[src/rtl/actel_s2_ureg.sv]
// Universal register built from S2-style cells: hold, load, shift, modulo count.
// One mux-plus-flop cell per bit; the gated mode select is formed once and shared by every cell.

module actel_s2_cell #(
    parameter logic RST = 1'b0
) (
    input  logic clk,
    input  logic clr,
    input  logic s1,
    input  logic s0,
    input  logic hold,
    input  logic load,
    input  logic shft,
    input  logic cnt,
    output logic q
);

    typedef enum logic [1:0] {
        M_HOLD  = 2'b00,
        M_LOAD  = 2'b01,
        M_SHIFT = 2'b10,
        M_COUNT = 2'b11
    } mode_t;

    mode_t mode;
    logic  d;

    assign mode = mode_t'({s1, s0});

    // Four-input mux; the cases are exhaustive so no fallback value is ever selected.
    always_comb begin
        d = hold;
        unique case (mode)
            M_HOLD:  d = hold;
            M_LOAD:  d = load;
            M_SHIFT: d = shft;
            M_COUNT: d = cnt;
        endcase
    end

    always_ff @(posedge clk) begin
        if (clr) q <= RST;
        else     q <= d;
    end

endmodule

module actel_s2_ureg #(
    parameter int                 WIDTH      = 8,
    parameter int unsigned        MAX_COUNT  = 2**WIDTH-1,
    parameter bit                 SHIFT_LEFT = 1'b1,
    parameter logic [WIDTH-1:0]   RESET_VAL  = '0
) (
    input  logic             CLK,
    input  logic             CLR,
    input  logic             A0,
    input  logic             B0,
    input  logic             A1,
    input  logic             B1,
    input  logic [WIDTH-1:0] D,
    input  logic             SIN,
    output logic [WIDTH-1:0] Q,
    output logic             SOUT,
    output logic             TC,
    output logic             CO
);

    localparam logic [WIDTH-1:0] MAX_Q = MAX_COUNT[WIDTH-1:0];

    logic             s1;
    logic             s0;
    logic             wrap;
    logic [WIDTH-1:0] cnt_next;
    logic [WIDTH-1:0] shift_next;

    assign s1 = A1 | B1;
    assign s0 = A0 & B0;

    // Values above MAX_COUNT (from a load) also wrap, so +1 never passes the limit.
    assign wrap     = (Q >= MAX_Q);
    assign cnt_next = wrap ? '0 : Q + WIDTH'(1);

    generate
        if (SHIFT_LEFT) begin : g_left
            assign shift_next = {Q[WIDTH-2:0], SIN};
            assign SOUT       = Q[WIDTH-1];
        end else begin : g_right
            assign shift_next = {SIN, Q[WIDTH-1:1]};
            assign SOUT       = Q[0];
        end
    endgenerate

    assign TC = (Q == MAX_Q);

    generate
        for (genvar i = 0; i < WIDTH; i++) begin : g_bit
            actel_s2_cell #(
                .RST (RESET_VAL[i])
            ) u_cell (
                .clk  (CLK),
                .clr  (CLR),
                .s1   (s1),
                .s0   (s0),
                .hold (Q[i]),
                .load (D[i]),
                .shft (shift_next[i]),
                .cnt  (cnt_next[i]),
                .q    (Q[i])
            );
        end
    endgenerate

    always_ff @(posedge CLK) begin
        if (CLR) CO <= 1'b0;
        else     CO <= s1 & s0 & wrap;
    end

endmodule

[config.mk]
export PLATFORM = sky130hd
export DESIGN_NAME = actel_s2_ureg
export DESIGN_NICKNAME = d
export VERILOG_FILES = /design/src/rtl/actel_s2_ureg.sv
export SDC_FILE = /design/constraint.sdc
export NUM_CORES = 1
export LEC_CHECK = 0
export CAP_MARGIN = 15
export CELL_PAD_IN_SITES_DETAIL_PLACEMENT = 0
export CELL_PAD_IN_SITES_GLOBAL_PLACEMENT = 1
export CORE_MARGIN = 2
export CORE_UTILIZATION = 34
export DETAILED_ROUTE_END_ITERATION = 7
export GPL_TIMING_DRIVEN = 0
export PLACE_DENSITY_LB_ADDON = 0.08
export SETUP_SLACK_MARGIN = 0.4
export SLEW_MARGIN = 10
export SYNTH_ARGS = -nofsm -noshare
export SYNTH_HDL_FRONTEND = slang
export SYNTH_SLANG_ARGS = --single-unit
[constraint.sdc]
create_clock -name CLK -period 3.2 [get_ports CLK]
set_input_delay 0.64 -clock CLK [delete_from_list [all_inputs] [get_ports CLK]]
set_output_delay 0.64 -clock CLK [all_outputs]
set_load 0.05 [all_outputs]
==> out/qor.yml, run 1 <==
setup_viol: 0
synth_flop_cell: "dfxtp_1"
ys_ff_latch: 9
p_leak_nw: 0.4008
synth_edf_count: 0
irDropWorstVdd_mv: 0.1739
cts_buffers: 3
avgSynthCellArea_um2: 8.399
r2r_slack_ns: 1.46
vias: 729
async_reset_ff_frac: 0
cts_tree: "done"
relSlewSlack: 0.6683
placed_area_um2: 1005
core_area_um2: 2002
drive_gt1_frac: 0.2261
clkTransAtPathRegs_ns: 0.08
hp-class: "flop to flop"
fin_nets: 132
pin_count: 26
port_buffers: 24
crit_buf_inv: 2
ys_seq_area_frac: 0.2466
die_area_um2: 2536
fin_crit_sh: 0.8161
via_per_inst: 5.134
cts_root_buffer: "clkbuf_4"
maxCapViolCount: 0
firstDrtPassIters: 4
max_stage_delay_ns: 0.52
grt_pass1_wl_um: 3270
worstHoldStart: "g_bit[7].u_cell.q"
die_h_um: 50.36
syn_nets: 103
start_util: 0.3650
rsz0062_at_grt: "no"
hold_viol: 0
power.density_nw_per_um2: 310.6
fill_cells: 221
place_congestion: 0.8082
area_delta_synth_final_pct: 41.10
startpoint_type: "flop"
drcViolationCount: 0
ys_types: 39
track_usage: 0.1716
dpl.hpwl_um: 1381
period_minus_slack_ns: 2.612
insertion_delay_ns: 0.27
htreeDepth: 1
reg2reg_from: "g_bit[0].u_cell.q"
grt_start_max_net_pins: 11
drv_slew: 0
cts_buffer_depth: 2
rr_worst_depth: 6
cp_top_family: "buffers and inverters"
synth_cells: 87
wirelength_um: 1873
crit_fanout: 8
die_w_um: 50.36
cp.required_ns: 2.56
status: "completed"
skew_ns: 0.007699
syn_area_um2: 730.7
tightestPinTransition_ns: 0.4960
crit_chain: "ha_1 > and3_1 > buf_6 > and3_2 > dlygate4sd2_1"
ant_nets: 0
wl_per_cell_um: 13.19
tns_ns: 0
overflow: 0
min_delay_path_depth: 2
end_kind: "output port"
clock_sinks: 9
rows: 16
drtIter0Drc: 19
yosysWarnings: 0
slowest_stage: "dlygate4sd2_1"
fin_area_um2: 1031
fmax_mhz: 382.9
grt_pass1_vias: 686
r2r-end: "g_bit[7].u_cell.q"
min_to: "g_bit[7].u_cell.q"
cp.arrival_ns: 1.97
crit_type: "flop to output port"
antenna_found_initial: 0
antenna_cells: 0
==> worst min-delay path, stage by stage, from the launching register on <==
cell,delay (ns)
dfxtp_1,0.38
nor2_1,0.13
nor4_1,0.05
==> kinds of logic (layout without fill, tap and decap cells) <==
kind of cell	after synthesis	in the layout	synth area share
AO/OA/AOI/OAI	25	25	0.2826
adder cells (fa/ha/maj)	1	1	0.01712
buffers and inverters	14	42	0.1558
flip-flops	9	9	0.2466
multiplexers	1	1	0.03082
AND/OR/NAND/NOR	37	37	0.2672
==> placed cells by master (no fill, tap or decap), types with 4 or more instances in the layout <==
cell / n
o21ai_0: 5
buf_4: 8
nand2_1: 8
nor2_1: 9
dfxtp_1: 9
nand3_1: 4
clkdlybuf4s50_1: 23
==> stage by stage <==
step                power (mW)  hold WS [ns]  setup WS, ns  instances  utilization
floorplan               0.1909        0.5329         1.351         87            -
CTS                     0.3247        0.6075        0.5912        142       0.5150
global route            0.3386        0.6398        0.4681        142       0.5150
finish                  0.3203        0.5997        0.5884        142       0.5150
global placement        0.2272        0.5773        0.6348        138       0.5019
detailed placement      0.2280        0.5939        0.6247        138       0.5019
==> cell type report <==
class                           instances  area [um2]  area share
Buffer                                 14       113.9      0.1104
Clock buffer                            3       22.52     0.02184
Clock inverter                          1       5.005    0.004854
Multi-Input combinational cell         64       436.7      0.4235
Sequential cell                         9       180.2      0.1748
Tap cell                               27       33.78     0.03277
Timing Repair Buffer                   24       239.0      0.2318
==> registers in the layout (all words and copies together), names as in the netlist <==
register and count:
g_bit.u_cell.q 8, CO 1
==> synthesized netlist by cell type, types with 2 or more instances <==
master    count  area, um2
dfxtp_1       9      180.2
nor2_1        9      33.78
buf_4         8      60.06
nand2_1       8      30.03
o21ai_0       5      25.02
nand3_1       4      20.02
a221oi_1      3      26.28
a311oi_1      3      26.28
buf_6         3      33.78
a211oi_1      2      15.01
a31oi_1       2      12.51
buf_2         2      10.01
nand4_1       2      12.51
nor3_1        2      10.01
==> power by group <==
group	internal [mW]	switching, mW
combinational	0.0503	0.0495
sequential	0.117	0.00842
clock	0.0462	0.0489
==> layer usage <==
layer	routed length, um	global-route usage
met1	898	0.2348
met2	836	0.2719
met3	108	0.03274
met4	29	0.05405
met5	0	0
==> what timing repair did <==
action	in CTS	in global routing
hold buffers	0	0
resized for setup	1	0
endpoints found under the setup margin	1	0
buffers inserted	0	0
==> worst max-delay path by stage <==
| stage | to | start | slack [ns] | cells after the start |
|---|---|---|---|---|
| 6_report | TC | g_bit[0].u_cell.q | 0.59 | 5 |
| 5_1_grt | TC | g_bit[0].u_cell.q | 0.47 | 5 |
| 4_1_cts | TC | g_bit[0].u_cell.q | 0.59 | 5 |
| 3_5_place_dp | TC | g_bit[0].u_cell.q | 0.62 | 5 |
| 3_3_place_gp | TC | g_bit[0].u_cell.q | 0.63 | 5 |
| 2_1_floorplan | TC | g_bit[7].u_cell.q | 1.35 | 1 |
Power figures use the tool's default switching activity.
==> run 2, diff against run 1 <==
- CORE_UTILIZATION: 34 -> 28
- clock period: 3.2 -> 2.3 ns (I/O delays scaled with it)
==> run 2 against run 1 <==
Compared with the run above: register-to-register slack worse by 0.81 ns; die area is 20% higher; setup slack worse by 0.17 ns; sequential power is 39% higher; sequential share of layout area is 0.13 points lower; clock power is 34% higher; critical endpoint unchanged; highest routed layer unchanged.
==> out/qor.yml, run 2 (synthesis results as in run 1) <==
status: "completed"  # unchanged
drtIter0Drc: 30  # was 19
startpoint_type: "flop"  # unchanged
worst_hold_slack_ns: 0.5980  # was 0.5997 ns
clkTransAtPathRegs_ns: 0.07  # was 0.08 ns
placed_cells: 141  # was 138
crit_fanout: 6  # was 8
antenna_found_initial: 0  # unchanged
crit_chain: "ha_4 > and3_1 > buf_6 > and3_4 > buf_8"  # was ha_1 > and3_1 > buf_6 > and3_2 > dlygate4sd2_1
drive_gt1_frac: 0.2966  # was 0.2261
fmax_mhz: 532.0
vias: 764  # was 729
antenna_cells: 0  # unchanged
startpoint: "g_bit[0].u_cell.q"  # unchanged
core_area_um2: 2477  # was 2002 um2
irDropWorstVdd_mv: 0.1876  # was 0.1739 mV
overflow: 0  # unchanged
rr_worst_depth: 6  # unchanged
cp.arrival_ns: 1.42  # was 1.97 ns
pin_count: 26  # unchanged
clock_sinks: 9  # unchanged
reg_top3: "g_bit.u_cell.q (8), CO (1)"  # unchanged
cp.required_ns: 1.84  # was 2.56 ns
max_stage_delay_ns: 0.37  # was 0.52 ns
firstDrtPassIters: 4  # unchanged
htreeDepth: 1  # unchanged
fin_crit_sh: 0.8173
dpl.hpwl_um: 1450  # was 1381 um
drv_slew: 0  # unchanged
grt_start_max_net_pins: 11  # unchanged
die_area_um2: 3034  # was 2536 um2
insertion_delay_ns: 0.26  # was 0.27 ns
largest_reg_flops: 8  # unchanged
die_h_um: 55.09  # was 50.36 um
r2r_slack_ns: 0.65  # was 1.46 ns
final_cell_mix: "14 x clkdlybuf4s50_1, 11 x buf_4, 9 x nor2_1"  # was 23 x clkdlybuf4s50_1, 9 x dfxtp_1, 9 x nor2_1
reg2reg_from: "g_bit[0].u_cell.q"  # unchanged
tns_ns: 0  # unchanged
rsz0062_at_grt: "yes"  # was no
cts_buffers: 3  # unchanged
hp-class: "flop to flop"  # unchanged
cts_tree: "done"  # unchanged
via_per_inst: 5.162  # was 5.134
place_congestion: 0.7530  # was 0.8082
layout.cells.non_filler: 148  # was 142
power.density_nw_per_um2: 413.2  # was 310.6 nW/um2
area_delta_synth_final_pct: 48.12  # was 41.10%
slowest_stage: "dfxtp_4"  # was dlygate4sd2_1
maxCapViolCount: 0  # unchanged
grt_pass1_wl_um: 3243  # was 3270 um
setup_viol: 0  # unchanged
worstHoldStart: "g_bit[0].u_cell.q"  # was g_bit[7].u_cell.q
end_kind: "output port"  # unchanged
wl_per_cell_um: 13.55  # was 13.19 um
track_usage: 0.1522  # was 0.1716
final_common_cell: "clkdlybuf4s50_1"  # unchanged
drcViolationCount: 0  # unchanged
fin_nets: 135  # was 132
hold_viol: 0  # unchanged
p_leak_nw: 0.4493  # was 0.4008 nW
grt_pass1_vias: 674  # was 686
start_util: 0.2949  # was 0.3650
ant_nets: 0  # unchanged
port_buffers: 24  # unchanged
r2r-end: "g_bit[5].u_cell.q"  # was g_bit[7].u_cell.q
min_delay_path_depth: 2  # unchanged
wirelength_um: 2006  # was 1873 um
max_flop_register: "g_bit.u_cell.q"  # unchanged
min_to: "g_bit[0].u_cell.q"  # was g_bit[7].u_cell.q
die_w_um: 55.09  # was 50.36 um
relSlewSlack: 0.6746  # was 0.6683
cts_root_buffer: "clkbuf_4"  # unchanged
period_minus_slack_ns: 1.880
cts_buffer_depth: 2  # unchanged
crit_type: "flop to output port"  # unchanged
rows: 18  # was 16
tightestPinTransition_ns: 0.4866  # was 0.4960 ns
skew_ns: 0.002332  # was 0.007699 ns
## run 2: layout make-up
type                    count  area (um2)
multi-input cells          64       461.7
plain buffers              14       116.4
well taps                  30       37.54
repair buffers             27       252.7
clock buffers               4       26.28
flip-flops and latches      9       187.7
fillers                   271        1395
## run 2: how the worst max path moves through the flow
stage	end	depth (start not counted)
2_1_floorplan	TC	1
3_3_place_gp	TC	5
3_5_place_dp	TC	5
4_1_cts	TC	5
5_1_grt	TC	4
6_report	TC	5
## run 2: where the power goes
group / internal [mW] / leakage [nW] / switching, mW
Sequential: 0.163 / 0.0746 / 0.0117
Combinational: 0.0720 / 0.360 / 0.0737
Clock: 0.0670 / 0.0150 / 0.0601
Total: 0.302 / 0.449 / 0.145
## run 2: repair_timing
| item | in CTS | in global routing |
|---|---|---|
| hold endpoints to repair | 0 | 0 |
| pin swaps | 0 | 0 |
| gates cloned | 0 | 0 |
| hold buffers | 0 | 0 |
| gates resized for setup | 15 | 15 |
| setup buffers | 0 | 3 |
| endpoints found under the setup margin | 10 | 5 |
## run 2: metal layers
metal,up-vias,GRT usage,routed length (um)
li1,387,-,-
met1,343,0.1997,955
met2,29,0.2361,913
met3,5,0.02957,105
met4,0,0.07724,33
met5,-,0,0
## run 2: worst max-delay path: cells and delay by family, from the launching register on
family | cells | cell delay, ns
adder cells (fa/ha/maj) | 1 | 0.16
flip-flops | 1 | 0.37
buffers and inverters | 2 | 0.27
AND/OR/NAND/NOR | 2 | 0.35
## run 2: through the flow
stage | power, mW | util | setup slack, ns | cell area (um2)
finish | 0.4472 | 0.4369 | 0.4203 | 1082
global route | 0.4700 | 0.4369 | 0.3576 | 1082
CTS | 0.4424 | 0.4116 | 0.1734 | 1020
detailed placement | 0.3183 | 0.4071 | -0.1010 | 1008
global placement | 0.3173 | 0.4071 | -0.1064 | 1008
floorplan | 0.2656 | - | 0.6305 | 730.7
